**src/rtl/cv32e40x_alu_b_clmul_seq.sv**
```systemverilog
// Iterative carry-less multiplier for CLMUL / CLMULH / CLMULR.
// Consumes BITS_PER_CYCLE bits of the multiplier per busy cycle and
// accumulates into a 2*XLEN-bit product register.
// Optional early termination when the remaining multiplier bits are all
// zero is enabled by defining the macro CLMUL_ZERO_SKIP_EN.
module cv32e40x_alu_b_clmul_seq #(
    parameter int XLEN           = 32,
    parameter int BITS_PER_CYCLE = 4
) (
    input  logic            clk,
    input  logic            rst_n,
    input  logic            valid_i,
    output logic            ready_o,
    input  logic [XLEN-1:0] op_a_i,
    input  logic [XLEN-1:0] op_b_i,
    input  logic [1:0]      operator_i,
    input  logic            kill_i,
    output logic            valid_o,
    input  logic            ready_i,
    output logic [XLEN-1:0] result_o
);

    localparam int NSTEPS = XLEN / BITS_PER_CYCLE;
    localparam int CW     = (NSTEPS > 1) ? $clog2(NSTEPS) : 1;
    localparam logic [CW-1:0] CNT_LAST = CW'(NSTEPS - 1);

    typedef enum logic [1:0] {
        IDLE = 2'b00,
        BUSY = 2'b01,
        DONE = 2'b10
    } state_t;

    state_t              state_reg;
    logic [XLEN-1:0]     a_reg;
    logic [XLEN-1:0]     b_reg;
    logic [1:0]          op_reg;
    logic [2*XLEN-1:0]   acc_reg;
    logic [CW-1:0]       cnt_reg;

    logic [31:0]         shamt;
    logic [2*XLEN-1:0]   a_base;
    logic [2*XLEN-1:0]   acc_next;
    logic [XLEN-1:0]     b_shift;
    logic                last_step;
    logic [2*XLEN-1:0]   pp [BITS_PER_CYCLE];

    // Multiplicand aligned to the bit position of this cycle's first multiplier bit.
    assign shamt  = 32'(cnt_reg) * 32'(BITS_PER_CYCLE);
    assign a_base = {{XLEN{1'b0}}, a_reg} << shamt;

    // One partial product per multiplier bit handled this cycle.
    for (genvar gi = 0; gi < BITS_PER_CYCLE; gi++) begin : g_pp
        assign pp[gi] = b_reg[gi] ? (a_base << gi) : '0;
    end

    // XOR-fold this cycle's partial products into the accumulator.
    always_comb begin
        acc_next = acc_reg;
        for (int j = 0; j < BITS_PER_CYCLE; j++) begin
            acc_next = acc_next ^ pp[j];
        end
    end

    assign b_shift = b_reg >> BITS_PER_CYCLE;

`ifdef CLMUL_ZERO_SKIP_EN
    // Finish early once no set multiplier bits remain.
    assign last_step = (cnt_reg == CNT_LAST) || (b_shift == '0);
`else
    assign last_step = (cnt_reg == CNT_LAST);
`endif

    // Control FSM and datapath registers; kill aborts from any state.
    always_ff @(posedge clk) begin
        if (!rst_n) begin
            state_reg <= IDLE;
            a_reg     <= '0;
            b_reg     <= '0;
            op_reg    <= '0;
            acc_reg   <= '0;
            cnt_reg   <= '0;
        end else if (kill_i) begin
            state_reg <= IDLE;
        end else begin
            case (state_reg)
                IDLE: begin
                    if (valid_i) begin
                        a_reg     <= op_a_i;
                        b_reg     <= op_b_i;
                        op_reg    <= operator_i;
                        acc_reg   <= '0;
                        cnt_reg   <= '0;
                        state_reg <= BUSY;
                    end
                end
                BUSY: begin
                    acc_reg <= acc_next;
                    b_reg   <= b_shift;
                    cnt_reg <= cnt_reg + CW'(1);
                    if (last_step) begin
                        state_reg <= DONE;
                    end
                end
                DONE: begin
                    if (ready_i) begin
                        state_reg <= IDLE;
                    end
                end
                default: state_reg <= IDLE;
            endcase
        end
    end

    assign ready_o = (state_reg == IDLE);
    assign valid_o = (state_reg == DONE);

    // Select the requested product slice; forced to zero outside DONE.
    always_comb begin
        result_o = '0;
        if (state_reg == DONE) begin
            case (op_reg)
                2'b00:   result_o = acc_reg[XLEN-1:0];
                2'b10:   result_o = acc_reg[2*XLEN-2:XLEN-1];
                default: result_o = acc_reg[2*XLEN-1:XLEN];
            endcase
        end
    end

endmodule

```
**config.mk**
```make
export PLATFORM = sky130hd
export DESIGN_NAME = cv32e40x_alu_b_clmul_seq
export DESIGN_NICKNAME = d
export VERILOG_FILES = /design/src/rtl/cv32e40x_alu_b_clmul_seq.sv
export SDC_FILE = /design/constraint.sdc
export NUM_CORES = 1
export LEC_CHECK = 0
export BUFFER_PORTS_ARGS = -buffer_cell sky130_fd_sc_hd__buf_2
export CORE_MARGIN = 8
export CORE_UTILIZATION = 61
export CTS_CLUSTER_SIZE = 14
export DETAILED_ROUTE_END_ITERATION = 12
export PLACE_DENSITY = 0.82
export SLEW_MARGIN = 0
export SYNTH_ARGS = -nofsm -noshare
export SYNTH_HDL_FRONTEND = slang
export SYNTH_SLANG_ARGS = --single-unit
```
**constraint.sdc**
```tcl
create_clock -name clk -period 2.61 [get_ports clk]
set_input_delay 0.783 -clock clk [delete_from_list [all_inputs] [get_ports clk]]
set_output_delay 0.783 -clock clk [all_outputs]
set_load 0.005 [all_outputs]
```
== Word level (Yosys, flattened, before mapping) ==
Index checks and enable logic that the tools add are counted.
Widths: inputs -> output; s select.

* Register bits: 135
* Logic and storage cells: 44

* Add/sub/neg operators: 1
* Equal/unequal tests: 7
* Shift operators: 1
* Muxes and demuxes: 16
* Bitwise logic cells: 6
* Reduce and logical (&&, ||, !) cells: 7

{| class="wikitable"
|+ Operator list
! cell !! number
|-
| $mux 64 || 5
|-
| $xor 64x64->64 || 4
|-
| $pmux 32 s2 || 2
|-
| $pmux 64 s2 || 1
|-
| $mux 32 || 2
|-
| $shl 32x5->64 || 1
|-
| $reduce_and 3->1 || 3
|-
| $mux 2 || 3
|-
| $pmux 2 s3 || 1
|-
| $pmux 3 s2 || 1
|-
| $eq 2x2->1 const B || 2
|-
| $logic_not 2->1 || 2
|-
| $ne 2x2->1 const B || 2
|-
| $add 3x1->3 const B || 1
|-
| $eq 3x3->1 const B || 1
|-
| $mux 3 || 1
|-
| $eq 2x1->1 const B || 1
|-
| $ne 2x1->1 const B || 1
|-
| $not 1->1 || 2
|-
| $reduce_bool 2->1 || 1
|-
| $reduce_or 2->1 || 1
|}

== Longest topological paths before layout ==
Gate-level depths: netlist of the first run.

* Depth in word-level cells: 7
* Depth in mapped cells: 10
* Depth with buffers taken out: 7

== Least setup slack after synthesis of the first run ==
Ideal clock, no wire load.

* Path type: reg-to-output
* Start point: reg op_reg[1]
* End point: out result_o[3]
* Arrival time: 1505 ps
* Required time: 1827 ps
* Path slack: 322 ps
* Stages on the path, launching flop included: 7
* Cell sequence: dfxtp_1 > clkbuf_1 > clkbuf_1 > mux2i_1 > nor2_1 > a21oi_1 > nor2_1

* Cells in the longest elaborated chain, start to end: 3

{| class="wikitable"
|+ RTL lines
! element !! RTL line !! RTL
|-
| from (decl) || 36 || <nowiki>logic [1:0] op_reg;</nowiki>
|-
| from (signal assigned) || 90 || <nowiki>op_reg <= operator_i;</nowiki>
|-
| $eq 2x2->1 or $logic_not 2->1 (tied branches) || 121 || <nowiki>case (op_reg)</nowiki>
|-
| $pmux 32 s2 (*) || 121 ||
|-
| $mux 32 (*) || 120 || <nowiki>if (state_reg == DONE) begin</nowiki>
|-
| to (decl) || 20 || <nowiki>output logic [XLEN-1:0] result_o</nowiki>
|}

Mark *: on every way between the ends. The rest lies on a longest branch, timed or not.

== Final worst setup path of the first run ==
* Start point: reg op_reg[1]
* End point: out result_o[22]

The elaborated chain is that of the path after synthesis.

==> results.md, run 1 <==
- Along the worst hold path, the cell count comes to 1.
- Wires add up to 32.7 mm.
- VDD sags by at most ~0.55 mV.
- The xor and xnor fraction of the mapped netlist area is about 17%.
- The overall overflow remaining after global route is 0.
- The final net count is around 1500.
- The class of the tightest hold or removal check is reg -> reg.
- In this run the static leakage power is just under 5 nW.
- OpenSTA, run right after detailed placement, puts the worst setup slack at 0.0926 ns.
- Counting the fill cells in the layout gives about 1400.
- The logic depth of the worst register-to-register path is 8.
- The routed via count is approximately 10000.
- The clock period could shrink to 2.53 ns.
- Of all nets on the critical path, the largest fanout is 36.
- Setup repair after global routing left no endpoint under its margin.
- The CTS sink count is 134.
- Summed over all failing endpoints, the final setup total negative slack is 0 ns.
- The most critical setup path has its startpoint at op_reg[1].
- The total instance count after detailed placement is around 1700.
- Clock tree synthesis selected as its root buffer the cell clkbuf_16.
- After synthesis, the mean cell area works out to between 7 and 8 µm².
- The aggregate global-route resource usage is between 20 and 30%.
- In this run, the number of DRC markers left after iteration 0 of detailed routing was about 1300.
- The final setup slack of the worst path is around 0.084 ns.
- The total clock buffers created by CTS is 17.
- The simple logic cell fraction of the synthesized area is a little under a quarter.
- The warning count from the yosys run is 0.
- The total half-perimeter wirelength after legalization and detailed placement is between 20 and 25 mm.
- The endpoint identified for the worst register-to-register timing path is acc_reg[36].
- The worst relative slew slack is about three fifths.
- The number of nets handed over by synthesis was ~1500.
- STA classifies the critical path startpoint as a flip-flop.
- The number of levels the H-tree was split into is 4.
- After Yosys synthesis, full adders, half adders and majority gates account for less than 1% of the synthesized area.
- The number of antenna violations at the first check in global routing is 0.
- The die is between 100 and 150 µm tall.
- The tool flagged a number of max-cap violations equal to 0.
- The fraction of synthesized area in multiplexers is 13.9%.
- The maximum buffer depth of the clock tree is 2.
- The measured slew at the worst slew-check pin is 0.614 ns.
- The number of flip-flops in the largest register is 63.
- The worst setup path is of the reg -> out kind.
- Based on the critical path, the design can be clocked at up to 396 MHz.
- At the worst endpoint, the required time is about 1.8 ns.
- The total power per unit cell area is around 440 nW/µm².
- The tightest hold path in the finished design has a slack of 0.482 ns.
- Clock-pin slew was measured on the worst setup and hold paths at 0.06 ns.
- The hold-critical path endpoint is acc_reg[15].
- Relative to the synthesized area, the layout overhead comes to 13.3%.
- Summing the areas of all compound-gate instances in the mapped netlist gives 15.8% of the synthesized area.
- In the finished design, the share of the clock period the worst path needs comes to a little over nine tenths.
- The final number of max-transition violations was 0.
- The via count of the first global-routing pass came to roughly 10000.
- The async set-reset flop share out of synthesis is 0%.
- Entering global routing, the biggest net connects 83 pins.
- The setup-violating endpoint count in the final report is 0.
- The share of the Yosys chip area taken by registers is 24.8%.
- The later pin in the worst-skew pair is clocked with a latency of roughly 0.43 ns.
- approximately 110 I/O pins were placed.
- After detailed routing, the number of remaining DRC violations is 0.
- The initial core utilization is 62.4%.
- The number of antenna diodes in the final layout is 0.
- The via density per instance is around 6.1.
- The run finished with clean final reports.
- The first detailed-routing pass ran for 6 iterations.
- The die covers 22300 µm².
- The summed instance area of the synthesized netlist is between 10000 and 15000 µm².
- The startpoint identified for the worst register-to-register timing path is cnt_reg[1].
- The count of nets left with antenna violations once routing finished came out at 0.
- The final-report hold violation count is 0.
- The post-layout total power is ~5.4 mW.
- In this run the tool buffered the top-level ports with 104 buffer cells.
- The share of post-route cells with drive strength above 1 is between 15 and 20%.
- The first global-routing pass estimated roughly 53 mm of wire.
- The detail-routed net length per standard cell is 19.2 µm.
- The number of standard cells in the final layout excluding fillers is ~1700.
- Among all flip-flop cells after synthesis, the most frequent one is dfxtp_1.
- The count of different cell masters after synthesis is 55.
- In this run the most critical hold path is launched from acc_reg[15].
- The placeable core area is 17400 µm².
- After synthesis, the largest family of logic cells by area is simple AND/OR/NAND/NOR gates.
- The number of storage elements in the synthesis netlist is ~130.
- The weighted congestion at the end of routability-driven global placement is about 1.0.
- STA classifies the critical path endpoint as an output pin.
- The count of standard-cell rows is 48.
- For flop-to-flop paths, the worst setup slack is roughly 0.11 ns.
- The floorplan step set the die width to approximately 150 µm.
- The critical path data arrival time is between 1.5 and 2 ns.
- Between clock sinks in the finished design, the worst skew comes to around 0.0092 ns.
- Yosys mapped a number of flops with a built-in enable equal to 0.
- The TritonCTS clock tree is yes.
- After technology mapping, the gate count stands at 1404.
[per-stage QoR]
| stage | instance area, µm² | utilization, % |
|---|---|---|
| after global routing | 12300 | 70.7 |
| final | 12300 | 70.7 |
| after CTS | 12300 | 70.7 |
| after global placement | 11700 | 67.3 |
| after detailed placement | 11700 | 67.3 |
| after floorplan | 10800 | - |
[cells by family (layout without fill, tap and decap cells)]
logic type	count (synthesis)	in the layout
xor gates and xnor gates	199	199
AOI/OAI and AO/OA	255	255
buffers and inverters	127	205
adders and majority gates	2	2
muxes	127	127
and+or+nand+nor	560	560
DFF	134	134
[report_power, final]
part | switching [mW] | total [mW] | internal, mW
Sequential | 0.0985 | 2.21 | 2.11
Clock | 1.03 | 2.46 | 1.44
Combinational | 0.445 | 0.765 | 0.321
[synthesized netlist by cell type (3+ instances only)]
cell type / n / area, µm²
nand4_1: 11 / 68.8
inv_1: 11 / 41.3
a22oi_1: 15 / 113
buf_1: 17 / 63.8
nand2b_1: 7 / 43.8
o22a_1: 4 / 35.0
nor3_1: 18 / 90.1
o21ai_1: 14 / 70.1
buf_4: 7 / 52.6
o211a_1: 32 / 320
clkbuf_1: 69 / 259
or3_1: 5 / 31.3
mux4_2: 16 / 360
nor2b_1: 28 / 175
a21o_1: 4 / 30.0
xnor2_1: 129 / 1130
a21oi_1: 53 / 265
buf_2: 15 / 75.1
a211oi_1: 7 / 52.6
mux2_2: 24 / 270
o21ai_0: 54 / 270
a21boi_0: 42 / 315
and3b_1: 3 / 26.3
xor2_1: 60 / 526
o21a_1: 8 / 60.1
and2_1: 11 / 68.8
nand3_1: 58 / 290
o211ai_1: 6 / 45.0
or2_2: 3 / 18.8
and3_1: 3 / 18.8
nand3b_1: 7 / 52.6
mux2i_1: 87 / 871
o22ai_1: 5 / 31.3
nor2_1: 84 / 315
buf_6: 4 / 45.0
a22o_1: 3 / 26.3
xnor3_1: 10 / 225
dfxtp_1: 134 / 2680
nand2_1: 315 / 1180
[worst max-delay path by stage]
| stage | end | slack, ns | cells after the start |
|---|---|---|---|
| after floorplan | result_o[3] | 0.32 | 6 |
| after global placement | acc_reg[14] | 0.17 | 7 |
| after detailed placement | acc_reg[14] | 0.09 | 7 |
| after CTS | result_o[22] | 0.08 | 6 |
| after global routing | acc_reg[40] | 0.0003 | 7 |
| final | result_o[22] | 0.08 | 6 |
[cell usage in the layout, fill, tap and decap left out, types with 32 or more instances in the layout]
cell,synthesis,layout
nand3_1,58,58
xor2_1,60,60
nor2_1,84,84
buf_4,7,46
mux2i_1,87,87
xnor2_1,129,129
o21ai_0,54,54
dfxtp_1,134,128
buf_2,15,104
a21oi_1,53,53
o211a_1,32,32
a21boi_0,42,42
nand2_1,315,315
[cell type report]
cell class	instances	area, µm²	area share [%]
multi-input combinational	1143	7570	61.7
sequential	134	2690	21.9
timing repair buffer	161	1090	8.85
clock buffer	18	429	3.50
tap	225	282	2.29
clock inverter	14	164	1.34
inverter	12	45.0	0.367
[per-layer routing]
layer	routed length, µm	track usage, %	vias to the layer above
li1	-	-	4920
met1	13500	37.4	4844
met2	15200	47.2	513
met3	2830	6.58	105
met4	1220	12.8	0
met5	0	0	-
[critical path: stages, from the launching register on]
cell     delay, ns
dfxtp_2       0.34
buf_12        0.25
mux2i_1       0.33
nor2_1        0.07
a21oi_1       0.12
nor2_1        0.05
buf_2         0.13
[timing repair]
| item | CTS | global route |
|---|---|---|
| gates resized for setup | 0 | 1 |
| hold buffers | 0 | 0 |
| endpoints found under the setup margin | 0 | 11 |
| setup buffers | 0 | 0 |
Power figures use the tool's default switching activity.
==> inputs of run 2 (changes only) <==
CORE_MARGIN = 5   (was 8)
==> run 2 against run 1 <==
Core utilization increased by 0.23 points. Routed wire length decreased by 0.89%. Final area up 0.33%. Total power fell by 0.34%. Count of clock-buffer cells in the layout fell by 1. Sequential share of layout area about the same. Flip-flop and latch count unchanged. Hold slack hardly changed. Global-route usage increased by 2.2 points. Worst setup slack better by 0.026 ns. Clock power hardly changed.
==> results.md, run 2 (synthesized netlist as in run 1, its figures left out) <==
- The number of standard cells in the final layout excluding fillers was 1709 (+0.12%).
- The aggregate global-route resource usage came to 31.7% (+2.2 points).
- The final-report hold violation count is 0 (unchanged).
- The area used by sequential logic in the layout is 2700 µm² (+0.19%).
- The initial core utilization is 62.4% (unchanged).
- The static leakage is 4.85 nW (+0.24%).
- The first-pass GRT wire length is 51.9 mm (-1.1%).
- The clock-pin transition on the worst setup and hold timing paths came to 0.06 ns (about the same).
- The worst relative slew slack was 60.7% (+1.7 points).
- The clock latency on the worst-skew pair was 0.43 ns (about the same).
- The critical path data arrival time is 1.72 ns (-0.02 ns).
- The area of combinational cells with multiple inputs was 7570 µm² (unchanged).
- The setup-violating endpoint count in the final report was 0 (unchanged).
- The number of top-level pins was 105 (unchanged).
- The total clock buffers created by CTS is 17 (unchanged).
- The wire length reported by the detailed router is 32.4 mm (-0.89%).
- The data required time of the worst path is 1.83 ns (about the same).
- The CTS sink count came to 134 (unchanged).
- The endpoint kind of the worst setup timing path is an output pin.
- The run finished with clean final reports.
- The total instance count after detailed placement is 1677 (+0.12%).
- The via density per instance is 6.04 (-0.69%).
- The area of the die is 20500 µm² (-7.9%).
- The number of flip-flops in the largest register is 63 (unchanged).
- The relative area change from synthesis to final layout is 13.6%.
- The library cells used most frequently in the layout, excluding fill and tap cells, are nand2_1, xnor2_1, dfxtp_1.
- The path class of the tightest hold or removal check is reg -> reg.
- The final net count is 1544 (+0.13%).
- The highest net fanout along the worst path came to 13 (-64%).
- The worst setup path is launched from a flip-flop.
- The final number of max-transition violations is 0 (unchanged).
- The first-iteration detailed-routing DRC count was 1248 (-2.7%).
- The share of the cycle needed by the critical path after routing is 95.8% (-1.0 points).
- The measured slew at the worst slew-check pin is 0.589 ns (-0.0247 ns).
- The total half-perimeter wirelength after legalization and detailed placement is 23.5 mm (-0.51%).
- The number of search-and-repair iterations in the first detailed-routing pass is 6 (unchanged).
- The sum of negative setup slack is 0 ns (unchanged).
- The hold-fix buffer count after cts came to 0 (unchanged).
- The detail-routed net length per standard cell was 19.0 µm (-1.0%).
- The number of antenna violations at the first check in global routing is 0 (unchanged).
- The overall overflow remaining after global route is 0 (unchanged).
- The number of routed nets with antenna violations is 0 (unchanged).
- The count of standard-cell rows is 48 (unchanged).
- The number of levels the H-tree was split into is 4 (unchanged).
- The placeable core area was 17400 µm² (unchanged).
- The share of post-route cells with drive strength above 1 is 17.0% (+0.18 points).
- The total power per unit cell area is 441 nW/µm² (-0.67%).
- TritonCTS built the clock tree.
- The remaining design rule violation count came to 0 (unchanged).
- The clock period minus worst slack is 2.50 ns (-0.0260 ns).
- The library cell used most frequently in the layout, excluding fill and tap cells, is nand2_1.
- The setup clock skew after layout is 0.0122 ns (+0.00291 ns).
- The weighted congestion at the end of routability-driven global placement came to 0.991 (-0.68%).
- The peak clock frequency supported by timing is 400 MHz (+1.0%).
- The maximum buffer depth of the clock tree is 2 (unchanged).
- The antenna diode count is 0 (unchanged).
- The routed via count was 10300 (-0.58%).
- The via count of the first global-routing pass came to 9694 (-3.0%).
- The maximum number of pins on one net before global-route repair is 84 (+1.2%).
- The number of buffer cells added on primary ports is 104 (unchanged).
- The max-capacitance violation count is 0 (unchanged).
- The tree is rooted in a clkbuf_16.
- The die boundary height was 143 µm (-4.0%).
- The largest voltage drop on the vdd net is 0.525 mV (-3.6%).
- The width of the die is 143 µm (-4.0%).
- The number of fill cells came to 1405 (+3.6%).
- The critical path class is reg -> out.
[run 2: per-stage QoR]
stage / hold slack (ns) / total power [mW] / setup WS, ns / util, % / instance area (µm²)
after floorplan: 0.449 / 2.73 / 0.322 / - / 10800
after global placement: 0.461 / 2.99 / 0.0553 / 67.4 / 11700
after detailed placement: 0.476 / 3.00 / 0.0397 / 67.4 / 11700
after CTS: 0.481 / 5.42 / 0.00693 / 70.9 / 12300
after global routing: 0.518 / 5.61 / -0.000488 / 70.9 / 12300
final: 0.482 / 5.42 / 0.111 / 70.9 / 12300
[run 2: layout make-up]
cell class	instances	share of cell area (%)
Clock buffer	17	3.46
Clock inverter	15	1.42
Inverter	12	0.366
Multi-Input combinational cell	1143	61.5
Sequential cell	134	21.9
Tap cell	225	2.29
Timing Repair Buffer	163	9.05
[run 2: path summary, 6_finish.rpt]
kind | cells past startpoint | to | slack (ns) | start
setup / recovery | 6 | result_o[12] | 0.11 | op_reg[1]
hold / removal | 2 | acc_reg[4] | 0.48 | acc_reg[4]
setup reg to reg | 7 | acc_reg[24] | 0.18 | cnt_reg[1]
hold reg to reg | 2 | acc_reg[4] | 0.48 | acc_reg[4]
[run 2: metal layers]
metal  track usage (%)  vias up  wire length (µm)
met2              51.3      474             15000
met1              43.3     4864             14000
met5                 0        -                 0
li1                  -     4906                 -
met3              6.26       78              2540
met4              8.92        0               841
[run 2: timing repair]
action	CTS	global route
setup endpoints to repair	0	37
resized for setup	0	3
setup buffers	0	0
[run 2: power by group]
group | internal [mW] | switching (mW) | leakage [nW]
clock network | 1.30 | 1.15 | 0.293
registers | 2.11 | 0.0995 | 1.09
logic | 0.324 | 0.441 | 3.47
[run 2: worst max-delay path, stage by stage (launching register included)]
cell and delay (ns):
dfxtp_4 0.44, buf_4 0.25, mux2i_1 0.22, nor2_1 0.06
a21oi_1 0.13, nor2_1 0.05, buf_2 0.12
